**config.mk**
```make
export PLATFORM = sky130hd
export DESIGN_NAME = bin_bcd_seg_driver
export DESIGN_NICKNAME = d
export VERILOG_FILES = /design/src/rtl/bin_bcd_seg_driver.sv
export SDC_FILE = /design/constraint.sdc
export NUM_CORES = 1
export LEC_CHECK = 0
export BUFFER_PORTS_ARGS = -buffer_cell sky130_fd_sc_hd__buf_2
export CORE_MARGIN = 2
export CORE_UTILIZATION = 55
export CTS_BUF_LIST = sky130_fd_sc_hd__clkbuf_16
export DETAILED_ROUTE_END_ITERATION = 16
export HOLD_SLACK_MARGIN = 0.12
export PLACE_DENSITY = 0.76
export SYNTH_ARGS = -nofsm -noshare
export SYNTH_HDL_FRONTEND = slang
export SYNTH_SLANG_ARGS = --single-unit
```
**constraint.sdc**
```tcl
create_clock -name clk -period 6.4 [get_ports clk]
set_clock_uncertainty 0.15 [all_clocks]
set_input_delay 1.28 -clock clk [delete_from_list [all_inputs] [get_ports clk]]
set_output_delay 1.28 -clock clk [all_outputs]
set_load 0.01 [all_outputs]
```
**src/rtl/bin_bcd_seg_driver.sv**
```systemverilog
// rtl/bin_bcd_seg_driver.sv - iterative binary-to-BCD converter with multiplexed 7-segment scan
// Optional leading-zero blanking: define BCD_SEG_LZ_BLANK_EN.
module bin_bcd_seg_driver #(
  parameter int WIDTH    = 16,
  parameter int DIGITS   = 5,
  parameter int SCAN_DIV = 50000
) (
  input  logic                  clk,
  input  logic                  rst_n,
  input  logic                  start,
  input  logic [WIDTH-1:0]      bin_in,
  output logic                  busy,
  output logic                  done,
  output logic                  ovf,
  output logic [4*DIGITS-1:0]   bcd_out,
  output logic [6:0]            seg,
  output logic [DIGITS-1:0]     an
);

  localparam int CW = $clog2(WIDTH + 1);
  localparam int SW = (SCAN_DIV > 1) ? $clog2(SCAN_DIV) : 1;
  localparam int IW = (DIGITS > 1) ? $clog2(DIGITS) : 1;

  typedef enum logic [1:0] {S_IDLE, S_SHIFT, S_DONE} state_t;

  state_t              state_q, state_d;
  logic [WIDTH-1:0]    bin_q, bin_d;
  logic [4*DIGITS-1:0] bcd_q, bcd_d, adj;
  logic                wovf_q, wovf_d;
  logic [CW-1:0]       cnt_q, cnt_d;
  logic [4*DIGITS-1:0] bcd_out_q, bcd_out_d;
  logic                ovf_q, ovf_d;
  logic [SW-1:0]       scan_cnt_q, scan_cnt_d;
  logic [IW-1:0]       scan_idx_q, scan_idx_d;
  logic [3:0]          cur_digit;
  logic                blank;

  always_ff @(posedge clk or negedge rst_n) begin
    if (!rst_n) state_q <= S_IDLE;
    else        state_q <= state_d;
  end

  always_comb begin
    state_d = state_q;
    case (state_q)
      S_IDLE:  if (start) state_d = S_SHIFT;
      S_SHIFT: if (cnt_q == CW'(1)) state_d = S_DONE;
      S_DONE:  state_d = S_IDLE;
      default: state_d = S_IDLE;
    endcase
  end

  always_comb begin
    busy = (state_q != S_IDLE);
    done = (state_q == S_DONE);
  end

  // Double-dabble step: add-3 on every digit >= 5, then shift {bcd, bin} left.
  always_comb begin
    adj = '0;
    for (int k = 0; k < DIGITS; k++) begin
      adj[4*k +: 4] = (bcd_q[4*k +: 4] >= 4'd5) ? bcd_q[4*k +: 4] + 4'd3 : bcd_q[4*k +: 4];
    end
    bin_d     = bin_q;
    bcd_d     = bcd_q;
    wovf_d    = wovf_q;
    cnt_d     = cnt_q;
    bcd_out_d = bcd_out_q;
    ovf_d     = ovf_q;
    case (state_q)
      S_IDLE: if (start) begin
        bin_d  = bin_in;
        bcd_d  = '0;
        wovf_d = 1'b0;
        cnt_d  = CW'(WIDTH);
      end
      S_SHIFT: begin
        bcd_d  = {adj[4*DIGITS-2:0], bin_q[WIDTH-1]};
        bin_d  = bin_q << 1;
        wovf_d = wovf_q | adj[4*DIGITS-1];
        cnt_d  = cnt_q - CW'(1);
        // Latch on the final shift so the result is visible in the DONE cycle.
        if (cnt_q == CW'(1)) begin
          bcd_out_d = bcd_d;
          ovf_d     = wovf_d;
        end
      end
      default: ;
    endcase
  end

  always_comb begin
    if (scan_cnt_q == SW'(SCAN_DIV - 1)) begin
      scan_cnt_d = '0;
      scan_idx_d = (scan_idx_q == IW'(DIGITS - 1)) ? '0 : scan_idx_q + IW'(1);
    end else begin
      scan_cnt_d = scan_cnt_q + SW'(1);
      scan_idx_d = scan_idx_q;
    end
  end

  always_ff @(posedge clk or negedge rst_n) begin
    if (!rst_n) begin
      bin_q      <= '0;
      bcd_q      <= '0;
      wovf_q     <= 1'b0;
      cnt_q      <= '0;
      bcd_out_q  <= '0;
      ovf_q      <= 1'b0;
      scan_cnt_q <= '0;
      scan_idx_q <= '0;
    end else begin
      bin_q      <= bin_d;
      bcd_q      <= bcd_d;
      wovf_q     <= wovf_d;
      cnt_q      <= cnt_d;
      bcd_out_q  <= bcd_out_d;
      ovf_q      <= ovf_d;
      scan_cnt_q <= scan_cnt_d;
      scan_idx_q <= scan_idx_d;
    end
  end

  assign cur_digit = bcd_out_q[4*scan_idx_q +: 4];

`ifdef BCD_SEG_LZ_BLANK_EN
  logic upper_zero;
  always_comb begin
    upper_zero = 1'b1;
    for (int k = 0; k < DIGITS; k++) begin
      if (k >= int'(scan_idx_q) && bcd_out_q[4*k +: 4] != 4'd0) upper_zero = 1'b0;
    end
    blank = (scan_idx_q != '0) && upper_zero;
  end
`else
  assign blank = 1'b0;
`endif

  always_comb begin
    case (cur_digit)
      4'd0:    seg = 7'b1111110;
      4'd1:    seg = 7'b0110000;
      4'd2:    seg = 7'b1101101;
      4'd3:    seg = 7'b1111001;
      4'd4:    seg = 7'b0110011;
      4'd5:    seg = 7'b1011011;
      4'd6:    seg = 7'b1011111;
      4'd7:    seg = 7'b1110000;
      4'd8:    seg = 7'b1111111;
      4'd9:    seg = 7'b1111011;
      default: seg = 7'b0000000;
    endcase
    if (blank) seg = 7'b0000000;
  end

  assign an      = DIGITS'(1) << scan_idx_q;
  assign bcd_out = bcd_out_q;
  assign ovf     = ovf_q;

endmodule
```
==> impl_metrics.yaml <==
die:
  rows: 33
  chipHeight_microns: 94.60
  die_w_microns: 94.60
  coreArea_sq_um: 8093
  start_util: 0.5578
  ios: 54
  die-area_sq_um: 8948
timing:
  min_period_ns: 3.997
  setup_viol: 0
  fin_crit_sh: 0.6246
  hold_violations: 0
  slew_headroom: 0.2973
  fmax_mhz: 250.2
  rsz0062_at_grt: "false"
  slew_violations: 0
  tightest_slew_ns: 1.052
  setup_slack_ns: 2.403
  holdWs_ns: 0.3351
  setup_tns_ns: 0
worst_setup_path:
  cp.arrival_ns: 2.57
  path_max_fanout: 14
  end_kind: "primary output"
  start_kind: "register"
  worstSetupPathType: "register to primary output"
  worst_ep_required_time_ns: 4.97
finish:
  nFillCells: 656
  fin_nets: 557
  final_cell_mix: "dfrtp_1 (84), o21ai_0 (60), nand2_1 (55), buf_2 (52), a21oi_1 (26)"
  final_common_cell: "dfrtp_1"
  drive_above_1_share: 0.1811
  area_growth_pct: 13.50
  design_area_sq_um: 5124
  instances_no_fill: 624
  antenna_cells: 0
  post-route-util: 0.6331
yosys:
  syn-cell-area_sq_um: 4514
  synth_nets: 511
  syn_avg_cell_area_sq_um: 9.646
  synthDistinctLibCells: 47
  syn_inst: 468
  ys_ff_latch: 84
  yosysWarnings: 0
  ys_seq_area_frac: 0.4656
grt:
  track_usage: 0.2279
  grt_antenna_before_repair: 0
  grt_max_degree: 48
  grt_pass1_wl_microns: 16050
  first_global_vias: 3428
  grt_overflow: 0
clocking:
  htree_levels: 3
  cts_sinks: 84
  hold_buffers: 0
  cts_root_buffer: "clkbuf_16"
  cts_resized: 0
  clk_latency_ns: 0.33
  cts.clk_slew.worst_paths_ns: 0.06
  cts_buffers: 9
  post_cts_buffers: 0
  cts_tree: "yes"
  clock_path_buffers: 2
pwr:
  p_leak_nw: 2.334
  p_per_area_nw_per_um2: 442.8
  ir_worst_vdd_mv: 0.2381
  p_total_mw: 2.269
flow_run:
  drv_cap: 0
place:
  postPlaceCellArea_sq_um: 4832
  dp.cells: 608
  portBuffers: 53
  place_ws_ns: 2.758
  place.detailed.hpwl_microns: 6468
  place_congestion: 0.8651
detailed_routing:
  vias: 3543
  ant_nets: 0
  drcViolationCount: 0
  vias_per_cell: 5.678
  wl_microns: 9492
  routedWlPerCell_microns: 15.21
  dr.pass1.iters: 4
  first_iter_violations: 250
outcome:
  status: "finished, final reports clean"
worst_hold_path:
  hold_class: "register to register"
==> cell usage after synthesis (all sizes together) <==
| library cell | number | area share |
|---|---|---|
| nor3b | 5 | 0.0083 |
| a22o | 7 | 0.014 |
| o22a | 2 | 0.0039 |
| mux2i | 10 | 0.022 |
| mux2 | 6 | 0.015 |
| nand2b | 9 | 0.013 |
| o21bai | 1 | 0.0017 |
| nor4b | 3 | 0.0058 |
| nor3 | 11 | 0.015 |
| xnor2 | 16 | 0.031 |
| inv | 22 | 0.018 |
| a31oi | 6 | 0.0083 |
| nand3 | 8 | 0.0089 |
| nand2 | 56 | 0.047 |
| nor2 | 20 | 0.017 |
| nor2b | 21 | 0.029 |
| or3b | 5 | 0.0097 |
| a21oi | 26 | 0.029 |
| o22ai | 6 | 0.011 |
| and3 | 5 | 0.0069 |
| and2b | 3 | 0.0053 |
| o31ai | 1 | 0.0017 |
| o21ai | 61 | 0.068 |
| dfrtp | 84 | 0.47 |
| or4 | 1 | 0.0017 |
| clkbuf | 15 | 0.012 |
| nand3b | 2 | 0.0033 |
| buf | 6 | 0.011 |
| ha | 24 | 0.067 |
| or2 | 1 | 0.0014 |
| and2 | 1 | 0.0014 |
| xor2 | 3 | 0.0058 |
| a211oi | 3 | 0.011 |
| a22oi | 16 | 0.028 |
| and4 | 2 | 0.0039 |
==> critical path: stages (launching register included) <==
cell and delay (ns):
dfrtp_1 0.75, and2b_2 0.31, a21oi_1 0.15, o22a_1 0.26, inv_1 0.10, ha_1 0.21
inv_1 0.06, mux2i_1 0.09, o22ai_2 0.16, buf_2 0.15
==> cell families after synthesis <==
logic type | Yosys count | synth area share
simple gates | 153 | 0.1777
compound gates | 129 | 0.1749
buf+inv | 43 | 0.04130
flops | 84 | 0.4656
mux | 16 | 0.03714
xor+xnor | 19 | 0.03686
fa+ha+maj | 24 | 0.06652
==> routing by layer <==
metal | routed length, microns | up-vias | track usage
met5 | 0 | - | 0
met4 | 138 | 0 | 0.08092
met3 | 373 | 10 | 0.03990
met2 | 4474 | 65 | 0.3643
met1 | 4505 | 1747 | 0.3153
li1 | - | 1721 | -
==> power by group <==
group          total, mW  internal [mW]  switching [mW]
clock network      0.508          0.301           0.207
registers          0.891          0.707           0.184
logic              0.870          0.378           0.492
total               2.27           1.39           0.883
==> path summary, 6_finish.rpt <==
check / startpoint / to / slack [ns] / cells after the start
max in group asynchronous: rst_n / bcd_q[19] / 4.37 / 2
min: scan_cnt_q[15] / scan_cnt_q[15] / 0.34 / 1
min reg2reg: scan_cnt_q[15] / scan_cnt_q[15] / 0.34 / 1
max: scan_idx_q[0] / seg[6] / 2.40 / 9
max reg2reg: state_q[0] / bcd_out[13] / 3.47 / 6
min in group asynchronous: rst_n / scan_cnt_q[12] / 0.74 / 1
==> cell type report <==
class	instances	area [sq um]	share of cell area
clock buffers	9	225.2	0.04396
clock inverters	7	66.31	0.01294
inverters	22	82.58	0.01612
multi-input cells	341	2226	0.4344
flip-flops and latches	84	2102	0.4103
well taps	105	131.4	0.02564
repair buffers	56	290.3	0.05665
==> flip-flops by register name, indices dropped and copies added (netlist names) <==
signal      flops
bcd_out        20
bcd_q          20
bin_q          16
scan_cnt_q     16
cnt_q           5
scan_idx_q      3
state_q         2
ovf             1
wovf_q          1
No activity file was read; power rests on OpenSTA's default activity.
